===== src/rtl/traffic_pkg.sv =====
// Shared types for the traffic phase controller: phase encoding and lamp triple.
package traffic_pkg;

  typedef enum logic [2:0] {
    INIT   = 3'd0,
    GREEN  = 3'd1,
    YELLOW = 3'd2,
    ALLRED = 3'd3,
    WALK   = 3'd4
  } phase_e;

  typedef struct packed {
    logic g;
    logic y;
    logic r;
  } lamp_t;

  localparam lamp_t LAMP_RED = '{g: 1'b0, y: 1'b0, r: 1'b1};
  localparam lamp_t LAMP_GRN = '{g: 1'b1, y: 1'b0, r: 1'b0};
  localparam lamp_t LAMP_YEL = '{g: 1'b0, y: 1'b1, r: 1'b0};

  // Lamp for one approach given the phase and whether that approach owns it.
  function automatic lamp_t lamp_decode(input phase_e ph, input logic owner);
    lamp_t l;
    l = LAMP_RED;
    if (owner && (ph == GREEN))  l = LAMP_GRN;
    if (owner && (ph == YELLOW)) l = LAMP_YEL;
    return l;
  endfunction

endpackage


===== src/rtl/tick_prescaler.sv =====
// Divides clk by TICK_DIV; tick is high for one clk on the cycle the count wraps.
module tick_prescaler #(
  parameter int unsigned TICK_DIV = 4
) (
  input  logic clk,
  input  logic reset_n,
  output logic tick
);

  localparam int unsigned DIV_W = (TICK_DIV > 1) ? $clog2(TICK_DIV) : 1;
  localparam logic [DIV_W-1:0] LAST = DIV_W'(TICK_DIV - 1);

  logic [DIV_W-1:0] cnt_q, cnt_d;
  logic             tick_q;

  // Wrapping count 0..TICK_DIV-1.
  always_comb begin
    cnt_d = (cnt_q == LAST) ? '0 : cnt_q + DIV_W'(1);
  end

  // tick is registered from the next count so it coincides with cnt_q == LAST.
  always_ff @(posedge clk or negedge reset_n) begin
    if (!reset_n) begin
      cnt_q  <= '0;
      tick_q <= (TICK_DIV == 1);
    end else begin
      cnt_q  <= cnt_d;
      tick_q <= (cnt_d == LAST);
    end
  end

  assign tick = tick_q;

endmodule


===== src/rtl/traffic_phase_ctrl.sv =====
// Round-robin actuated intersection controller with pedestrian walk phase.
// Optional macro PED_COUNTDOWN_EN adds the walk_remain countdown output.
module traffic_phase_ctrl
  import traffic_pkg::*;
#(
  parameter int unsigned N_WAYS     = 2,
  parameter int unsigned CNT_W      = 3,
  parameter int unsigned TICK_DIV   = 4,
  parameter int unsigned MIN_GREEN  = 8,
  parameter int unsigned MAX_GREEN  = 20,
  parameter int unsigned YELLOW_T   = 3,
  parameter int unsigned ALLRED_T   = 1,
  parameter int unsigned WALK_T     = 6,
  parameter int unsigned EXT_THRESH = 4
) (
  input  logic                                        clk,
  input  logic                                        reset_n,
  input  logic                                        ped_button,
  input  logic [N_WAYS*CNT_W-1:0]                     traffic_in,
  output logic [N_WAYS-1:0]                           green,
  output logic [N_WAYS-1:0]                           yellow,
  output logic [N_WAYS-1:0]                           red,
  output logic                                        walk,
  output logic                                        ped_pending,
  output logic [((N_WAYS > 1) ? $clog2(N_WAYS) : 1)-1:0] active_way
`ifdef PED_COUNTDOWN_EN
  ,
  output logic [$clog2(WALK_T+1)-1:0]                 walk_remain
`endif
);

  localparam int unsigned WAY_W   = (N_WAYS > 1) ? $clog2(N_WAYS) : 1;
  localparam int unsigned T_MAX_A = (MAX_GREEN > WALK_T) ? MAX_GREEN : WALK_T;
  localparam int unsigned T_MAX_B = (YELLOW_T > ALLRED_T) ? YELLOW_T : ALLRED_T;
  localparam int unsigned T_MAX   = (T_MAX_A > T_MAX_B) ? T_MAX_A : T_MAX_B;
  localparam int unsigned TMR_W   = $clog2(T_MAX + 1);

  localparam logic [TMR_W-1:0] GMIN_END = TMR_W'(MIN_GREEN - 1);
  localparam logic [TMR_W-1:0] GMAX_END = TMR_W'(MAX_GREEN - 1);
  localparam logic [TMR_W-1:0] Y_END    = TMR_W'(YELLOW_T - 1);
  localparam logic [TMR_W-1:0] AR_END   = TMR_W'(ALLRED_T - 1);
  localparam logic [TMR_W-1:0] W_END    = TMR_W'(WALK_T - 1);
  localparam logic [WAY_W-1:0] LAST_WAY = WAY_W'(N_WAYS - 1);

  logic                tick;
  phase_e              state_q, state_d;
  logic [WAY_W-1:0]    way_q, way_d, next_way_c;
  logic [TMR_W-1:0]    timer_q, timer_d;
  logic                pending_q, pending_d;
  logic [1:0]          ped_sync_q;
  logic                ped_prev_q;
  logic                ped_rise_c;
  logic [CNT_W-1:0]    level_c;
  logic                extend_c;
  lamp_t               lamp_c;
  logic [N_WAYS-1:0]   green_q, green_d;
  logic [N_WAYS-1:0]   yellow_q, yellow_d;
  logic [N_WAYS-1:0]   red_q, red_d;
  logic                walk_q, walk_d;

  tick_prescaler #(
    .TICK_DIV(TICK_DIV)
  ) u_presc (
    .clk    (clk),
    .reset_n(reset_n),
    .tick   (tick)
  );

  // Two-flop synchroniser plus a history flop for rising-edge detection.
  always_ff @(posedge clk or negedge reset_n) begin
    if (!reset_n) begin
      ped_sync_q <= '0;
      ped_prev_q <= 1'b0;
    end else begin
      ped_sync_q <= {ped_sync_q[0], ped_button};
      ped_prev_q <= ped_sync_q[1];
    end
  end

  assign ped_rise_c = ped_sync_q[1] & ~ped_prev_q;

  // Traffic level of the approach currently owning the phase.
  always_comb begin
    level_c = '0;
    for (int i = 0; i < N_WAYS; i++) begin
      if (way_q == WAY_W'(i)) level_c = traffic_in[i*CNT_W +: CNT_W];
    end
  end

  assign extend_c   = (32'(level_c) >= EXT_THRESH);
  assign next_way_c = (way_q == LAST_WAY) ? '0 : way_q + WAY_W'(1);

  // Phase sequencing, phase timer and pedestrian request latch.
  always_comb begin
    state_d   = state_q;
    way_d     = way_q;
    timer_d   = timer_q;
    pending_d = pending_q;

    unique case (state_q)
      INIT: begin
        if (tick && (timer_q == AR_END)) begin
          state_d = GREEN;
          way_d   = '0;
        end
      end
      GREEN: begin
        if (tick && ((timer_q == GMAX_END) ||
                     ((timer_q >= GMIN_END) && (!extend_c || pending_q)))) begin
          state_d = YELLOW;
        end
      end
      YELLOW: begin
        if (tick && (timer_q == Y_END)) state_d = ALLRED;
      end
      ALLRED: begin
        if (tick && (timer_q == AR_END)) begin
          if (pending_q) begin
            state_d = WALK;
          end else begin
            state_d = GREEN;
            way_d   = next_way_c;
          end
        end
      end
      WALK: begin
        if (tick && (timer_q == W_END)) begin
          state_d = GREEN;
          way_d   = next_way_c;
        end
      end
      default: state_d = INIT;
    endcase

    if (state_d != state_q) begin
      timer_d = '0;
    end else if (tick) begin
      timer_d = timer_q + TMR_W'(1);
    end

    // Entering WALK serves the request; presses while walking are dropped.
    if ((state_d == WALK) && (state_q != WALK)) begin
      pending_d = 1'b0;
    end else if (ped_rise_c && (state_q != WALK)) begin
      pending_d = 1'b1;
    end
  end

  // Lamp decode from the next state so lamps switch with the state register.
  always_comb begin
    green_d  = '0;
    yellow_d = '0;
    red_d    = '0;
    lamp_c   = LAMP_RED;
    for (int i = 0; i < N_WAYS; i++) begin
      lamp_c      = lamp_decode(state_d, way_d == WAY_W'(i));
      green_d[i]  = lamp_c.g;
      yellow_d[i] = lamp_c.y;
      red_d[i]    = lamp_c.r;
    end
    walk_d = (state_d == WALK);
  end

  // State, timer, request latch and lamp registers.
  always_ff @(posedge clk or negedge reset_n) begin
    if (!reset_n) begin
      state_q   <= INIT;
      way_q     <= '0;
      timer_q   <= '0;
      pending_q <= 1'b0;
      green_q   <= '0;
      yellow_q  <= '0;
      red_q     <= '1;
      walk_q    <= 1'b0;
    end else begin
      state_q   <= state_d;
      way_q     <= way_d;
      timer_q   <= timer_d;
      pending_q <= pending_d;
      green_q   <= green_d;
      yellow_q  <= yellow_d;
      red_q     <= red_d;
      walk_q    <= walk_d;
    end
  end

  assign green       = green_q;
  assign yellow      = yellow_q;
  assign red         = red_q;
  assign walk        = walk_q;
  assign ped_pending = pending_q;
  assign active_way  = way_q;

`ifdef PED_COUNTDOWN_EN
  localparam int unsigned REM_W = $clog2(WALK_T + 1);

  logic [REM_W-1:0] remain_q, remain_d;

  // Remaining walk ticks, shown only while walking.
  always_comb begin
    remain_d = '0;
    if (state_d == WALK) remain_d = REM_W'(WALK_T) - REM_W'(timer_d);
  end

  // Countdown register.
  always_ff @(posedge clk or negedge reset_n) begin
    if (!reset_n) remain_q <= '0;
    else          remain_q <= remain_d;
  end

  assign walk_remain = remain_q;
`endif

endmodule


===== config.mk =====
export PLATFORM = sky130hd
export DESIGN_NAME = traffic_phase_ctrl
export DESIGN_NICKNAME = d
export VERILOG_FILES = /design/src/rtl/traffic_pkg.sv /design/src/rtl/tick_prescaler.sv /design/src/rtl/traffic_phase_ctrl.sv
export SDC_FILE = /design/constraint.sdc
export NUM_CORES = 1
export LEC_CHECK = 0
export CORE_MARGIN = 5
export CORE_UTILIZATION = 45
export DETAILED_ROUTE_END_ITERATION = 12
export PLACE_DENSITY_LB_ADDON = 0.08
export SLEW_MARGIN = 10
export SYNTH_ARGS = -nofsm -noshare
export SYNTH_HDL_FRONTEND = slang
export SYNTH_SLANG_ARGS = --single-unit

===== constraint.sdc =====
create_clock -name clk -period 3.9 [get_ports clk]
set_input_delay 0.975 -clock clk [delete_from_list [all_inputs] [get_ports clk]]
set_output_delay 0.975 -clock clk [all_outputs]
set_load 0.01 [all_outputs]

-- Yosys cells after proc, flatten, opt, wreduce, memory -nomap -nowiden
Index checks and enable logic that the tools add are counted.
- output and inout port bits: 9
- bits in latches: 0
- logic and storage cells: 75
- memories kept: 0
- input port bits: 9
- bits in read-only memories: 0
- memory bits (writable): 0
- bits in registers: 23
- order comparisons: 2
- bitwise logic cells: 3
- reductions and logical operators: 18
- $add $sub $neg: 3
- equal/unequal tests: 14
- muxes and demuxes: 23
- shifts and indexed selects: 0
- multipliers: 0
- div/mod/pow operators: 0
- operators with widths (cell ; number):
    $mux 3 ; 11
    $pmux 3 s5 ; 1
    $logic_and 1x1->1 ; 11
    $mux 5 ; 2
    $eq 3x2->1 const B ; 3
    $mux 1 ; 7
    $eq 3x1->1 const B ; 2
    $eq 3x3->1 const B ; 2
    $add 5x1->5 const B ; 1
    $eq 5x2->1 const B ; 1
    $eq 5x3->1 const B ; 1
    $eq 5x5->1 const B ; 1
    $ge 5x3->1 const B ; 1
    $logic_not 5->1 ; 1
    $eq 2x2->1 const B ; 2
    $reduce_bool 2->1 ; 2
    $ge 3x3->1 const B ; 1
    $logic_not 3->1 ; 1
    $ne 3x3->1 ; 1
    $ne 3x3->1 const B ; 1
    $pmux 1 s3 ; 1
    $add 2x1->2 const B ; 1
    $logic_or 1x1->1 ; 2
    $mux 2 ; 1
    other kinds (4) ; 5

-- Logic depth before layout (Yosys ltp)
- depth after elaboration: 13
- gate-level depth with buffers: 8
- gate-level depth less buffers: 8

-- Cells and area by module
From an unflattened synthesis, not the netlist that was laid out.
- cell total of the unflattened synthesis: 108
- area, all modules: 1163.6 sq um
- by module, submodules not included (module ; seq. area each (sq um) ; area an instance (sq um) ; instances ; cells each):
    traffic_phase_ctrl ; 503.0 ; 1052.3 ; 1 ; 100
    tick_prescaler ; 75.1 ; 111.4 ; 1 ; 8

-- Worst setup path after synthesis
No wires, ideal clock.
- kind: input -> register
- from: input port traffic_in[5]
- to: register red_q[1] (netlist: red[1])
- library setup time: 65 ps
- buffers on the path: 0
- cell stages on the path: 6
- data required time: 3835 ps
- arrival time: 2108 ps
- path slack: 1727 ps
- path through: mux2i_1 -> a211o_1 -> a31oi_1 -> inv_1 -> or4_1 -> nand3b_1
- RTL lines (what ; RTL line ; RTL):
    start: declaration ; traffic_phase_ctrl.sv:19 ; input logic [N_WAYS*CNT_W-1:0] traffic_in,
    end signal: assignment ; traffic_phase_ctrl.sv:182 ; red_q <= red_d;
    end: declaration ; traffic_phase_ctrl.sv:58 ; logic [N_WAYS-1:0] red_q, red_d;

-- Worst setup path after layout
- from: input port traffic_in[5]
- to: register timer_q[2]
- cells in the longest elaborated chain, start to end: 11
- elaborated cells on any way between the ends: 12
- classes of those cells: order compare: 1; eq/ne: 1; mux: 4; reduce/logical: 6
- ends and longest elaborated chain (what ; RTL line ; RTL):
    $mux 3 (*) ; traffic_phase_ctrl.sv:86 ; if (way_q == WAY_W'(i)) level_c = traffic_in[i*CNT_W +: CNT_W];
    $ge 3x3->1 (*) ; traffic_phase_ctrl.sv:90 ; assign extend_c = (32'(level_c) >= EXT_THRESH);
    $logic_not 1->1 (*) ; traffic_phase_ctrl.sv:109 ; ((timer_q >= GMIN_END) && (!extend_c || pending_q)))) begin
    $logic_or 1x1->1 (*) ; traffic_phase_ctrl.sv:109 ;
    $logic_and 1x1->1 (*) ; traffic_phase_ctrl.sv:109 ;
    $logic_or 1x1->1 (*) ; traffic_phase_ctrl.sv:108 ; if (tick && ((timer_q == GMAX_END) ||
    $logic_and 1x1->1 (*) ; traffic_phase_ctrl.sv:108 ;
    $mux 3 (*) ; traffic_phase_ctrl.sv:108 ;
    $pmux 3 s5 (*) ; traffic_phase_ctrl.sv:100 ; unique case (state_q)
    $ne 3x3->1 (*) ; traffic_phase_ctrl.sv:135 ; if (state_d != state_q) begin
    $mux 5 or $reduce_bool 2->1 (tied branches) ; n/a ;
    end signal: assignment ; traffic_phase_ctrl.sv:178 ; timer_q <= timer_d;
    end: declaration ; traffic_phase_ctrl.sv:48 ; logic [TMR_W-1:0] timer_q, timer_d;
Every way passes the cells marked *; elsewhere a longest branch is shown, timed or not.
A chain may end at the register's enable or synchronous reset.

==> impl_metrics.csv <==
group,metric,value,unit
run_status,status,"complete, no violations",
drt,wl_per_cell,15.3,um
sta,whs,365,ps
finish,area_growth_syn_to_layout,13.8,%
setup_path,cp_slowest_cell,"clkdlybuf4s50_1",
sta,finClkSkew,14.6,ps
cts,cts_tree,"built",
pwr,ir_drop,0.419,mV
setup_path,criticalPathCategory,"primary input to register",
synthesis,postSynth.asyncResetShare,1.00,
sta,setup_slack,1360,ps
synthesis,synth_top_cell_area_share,0.420,
finish,drive_gt1_frac,0.0797,
global_routing,grt_pass1_wl,4680,um
worst_hold_path,hold_path_class,"register to register",
pwr,p_leak,0.620,nW
place,dp_worst_setup_slack,1030,ps
drt,ant_nets,0,
flow_run,max_cap_viol_count,0,
cts,cts_root_buffer,"clkbuf_4",
setup_path,cp-start-kind,"primary input",
sta,fin_crit_sh,0.651,
sta,min_period,2540,ps
setup_path,crit_required,4130,ps
sta,hold_violations,0,
cts,ctsHoldBuffers,0,
global_routing,grt_pass1_vias,999,
floorplan,core_area,2710,um^2
global_routing,grtUsageTotal,0.147,
synthesis,synth_cell_types,42,
floorplan,die_area,3940,um^2
synthesis,avgSynthCellArea,9.94,um^2
sta,maxSlewHeadroom,0.328,
sta,tightest_slew,1000,ps
setup_path,critPathBufInv,1,
place,io_buffers,13,
synthesis,ys.flop_type,"dfrtp_1",
global_routing,overflow,0,
setup_path,reg2reg_slack,1690,ps
setup_path,worstPathArrival,2770,ps
drt,dr.pass1.iters,4,
synthesis,netlist_top_cells_area,"dfrtp_1, ha_1, dfstp_2",
floorplan,dieHeight,62.8,um
global_routing,grt_max_degree,24,
synthesis,ys_seq_elements,23,
synthesis,yosysTopAreaCell,"dfrtp_1",
cts,path_clk_slew,140,ps
setup_path,cpPeakStageDelay,450,ps
finish,fin_cells,169,
finish,n_antenna_cell,0,
floorplan,die_w,62.8,um
synthesis,synthCells,126,
pwr,powerDensity,635,nW/um^2
setup_path,critical_path_peak_fanout,4,
drt,drc,0,
place,dp_hpwl,1860,um
sta,drv_slew,0,
cts,numCtsBuffers,3,
cts,cts-resized-gates,0,
sta,clock.fmax,0.394,GHz
cts,clockBufferDepth,2,
synthesis,synth_common_cells,"dfrtp_1, inv_1, nor2_1",
drt,drt_iter0_drc,65,
cts,cts.sinks,23,
setup_path,cp_top_family,"compound AO/OA/AOI/OAI gates",
synthesis,postSynthNetCount,141,
synthesis,yosys.cell_count.top_type,"dfrtp_1",
drt,vias_per_cell,5.80,
setup_path,end_kind,"register",
setup_path,crit_chain,"clkdlybuf4s50_1 > mux2i_1 > a211o_1 > a211oi_1 > nor3_1 > nor4_1",
synthesis,synth.cell_area,1250,um^2
drt,drt-total-wl,2580,um
place,gp_congestion,0.857,
place,dp_cells,165,
synthesis,ys_warn_count,0,
finish,final_nets,154,
cts,htreeDepth,1,
cts,insertion_delay,320,ps
pwr,power,0.000905,W
synthesis,synth-edff-count,0,
sta,rsz0062_at_grt,"false",
global_routing,antenna_found_initial,0,
synthesis,seq_area_frac_synth,0.462,
cts,cts_setup_buffers,0,
floorplan,start_util,0.462,
floorplan,num_rows,19,
sta,setup-violations-final,0,
floorplan,ios,18,
sta,fin_setup_tns,0,ps
drt,vias,980,
==> cells by family (layout without fill, tap and decap cells) <==
group                      count (synthesis)  after routing  synth area share
and+or+nand+nor                           44             44             0.215
AOI/OAI and AO/OA                         29             29             0.162
DFF                                       23             23             0.462
buffers and inverters                     18             30            0.0579
adders and majority gates                  6              6            0.0599
xor gates and xnor gates                   4              4            0.0280
muxes                                      2              2            0.0160
==> report_power, final <==
part	total [W]	switching, W	internal, W
logic	0.000383	0.000207	0.000175
registers	0.000407	0.0000998	0.000307
clock network	0.000116	0.0000774	0.0000384
total	0.000905	0.000385	0.000521
==> final cells by class <==
cell class                      count  area [um^2]
Fill cell                         254         1280
Multi-Input combinational cell     85          602
Sequential cell                    23          578
Timing Repair Buffer               13          130
Inverter                           13         48.8
Tap cell                           31         38.8
Clock buffer                        3         22.5
Clock inverter                      1         5.00
==> cell usage in the layout (no fill, tap or decap), drive strengths merged, types with 2 or more instances in the layout <==
cell,count
nor3,6
nor4,3
mux2i,2
a21oi,7
nor2,8
and3,3
nor2b,2
nand4,6
inv,13
xnor2,2
nand3,3
xor2,2
nand2,4
ha,6
or4,2
dfstp,2
clkbuf,3
clkdlybuf4s50,13
nand2b,2
o211ai,2
a211o,2
o22ai,3
dfrtp,21
o21ai,5
==> sequential cells by signal, summed over array words and instances (netlist names) <==
signal and count:
active_way 1, green 2, ped_pending 1, ped_prev_q 1, ped_sync_q 2, red 2, state_q 3, timer_q 5
u_presc.cnt_q 2, u_presc.tick 1, walk 1, yellow 2
==> worst reg2reg max path, cell delays in order, from the launching register on <==
cell,delay [ps]
dfrtp_1,570
nor4b_4,480
a311oi_1,160
a31oi_1,280
inv_1,130
or4_1,440
nand3b_1,100
==> final timing paths <==
path,from,end,cells after the start
setup / recovery,traffic_in[5],timer_q[2],6
hold / removal,ped_sync_q[0],ped_sync_q[1],0
setup reg to reg,u_presc.tick,red[1],6
hold reg to reg,ped_sync_q[0],ped_sync_q[1],0
max in group asynchronous,reset_n,u_presc.tick,1
min in group asynchronous,reset_n,timer_q[4],1
==> through the flow <==
stage,utilization,cell area [um^2]
floorplan,-,1250
global placement,0.516,1400
detailed placement,0.516,1400
CTS,0.526,1430
global route,0.526,1430
finish,0.526,1430
==> metal layers <==
| metal | GRT usage | wire length [um] |
|---|---|---|
| met4 | 0.0557 | 34 |
| met5 | 0 | 0 |
| met2 | 0.211 | 1160 |
| met3 | 0.0414 | 156 |
| met1 | 0.208 | 1230 |
Note: power is estimated with default switching activity, not from simulation.
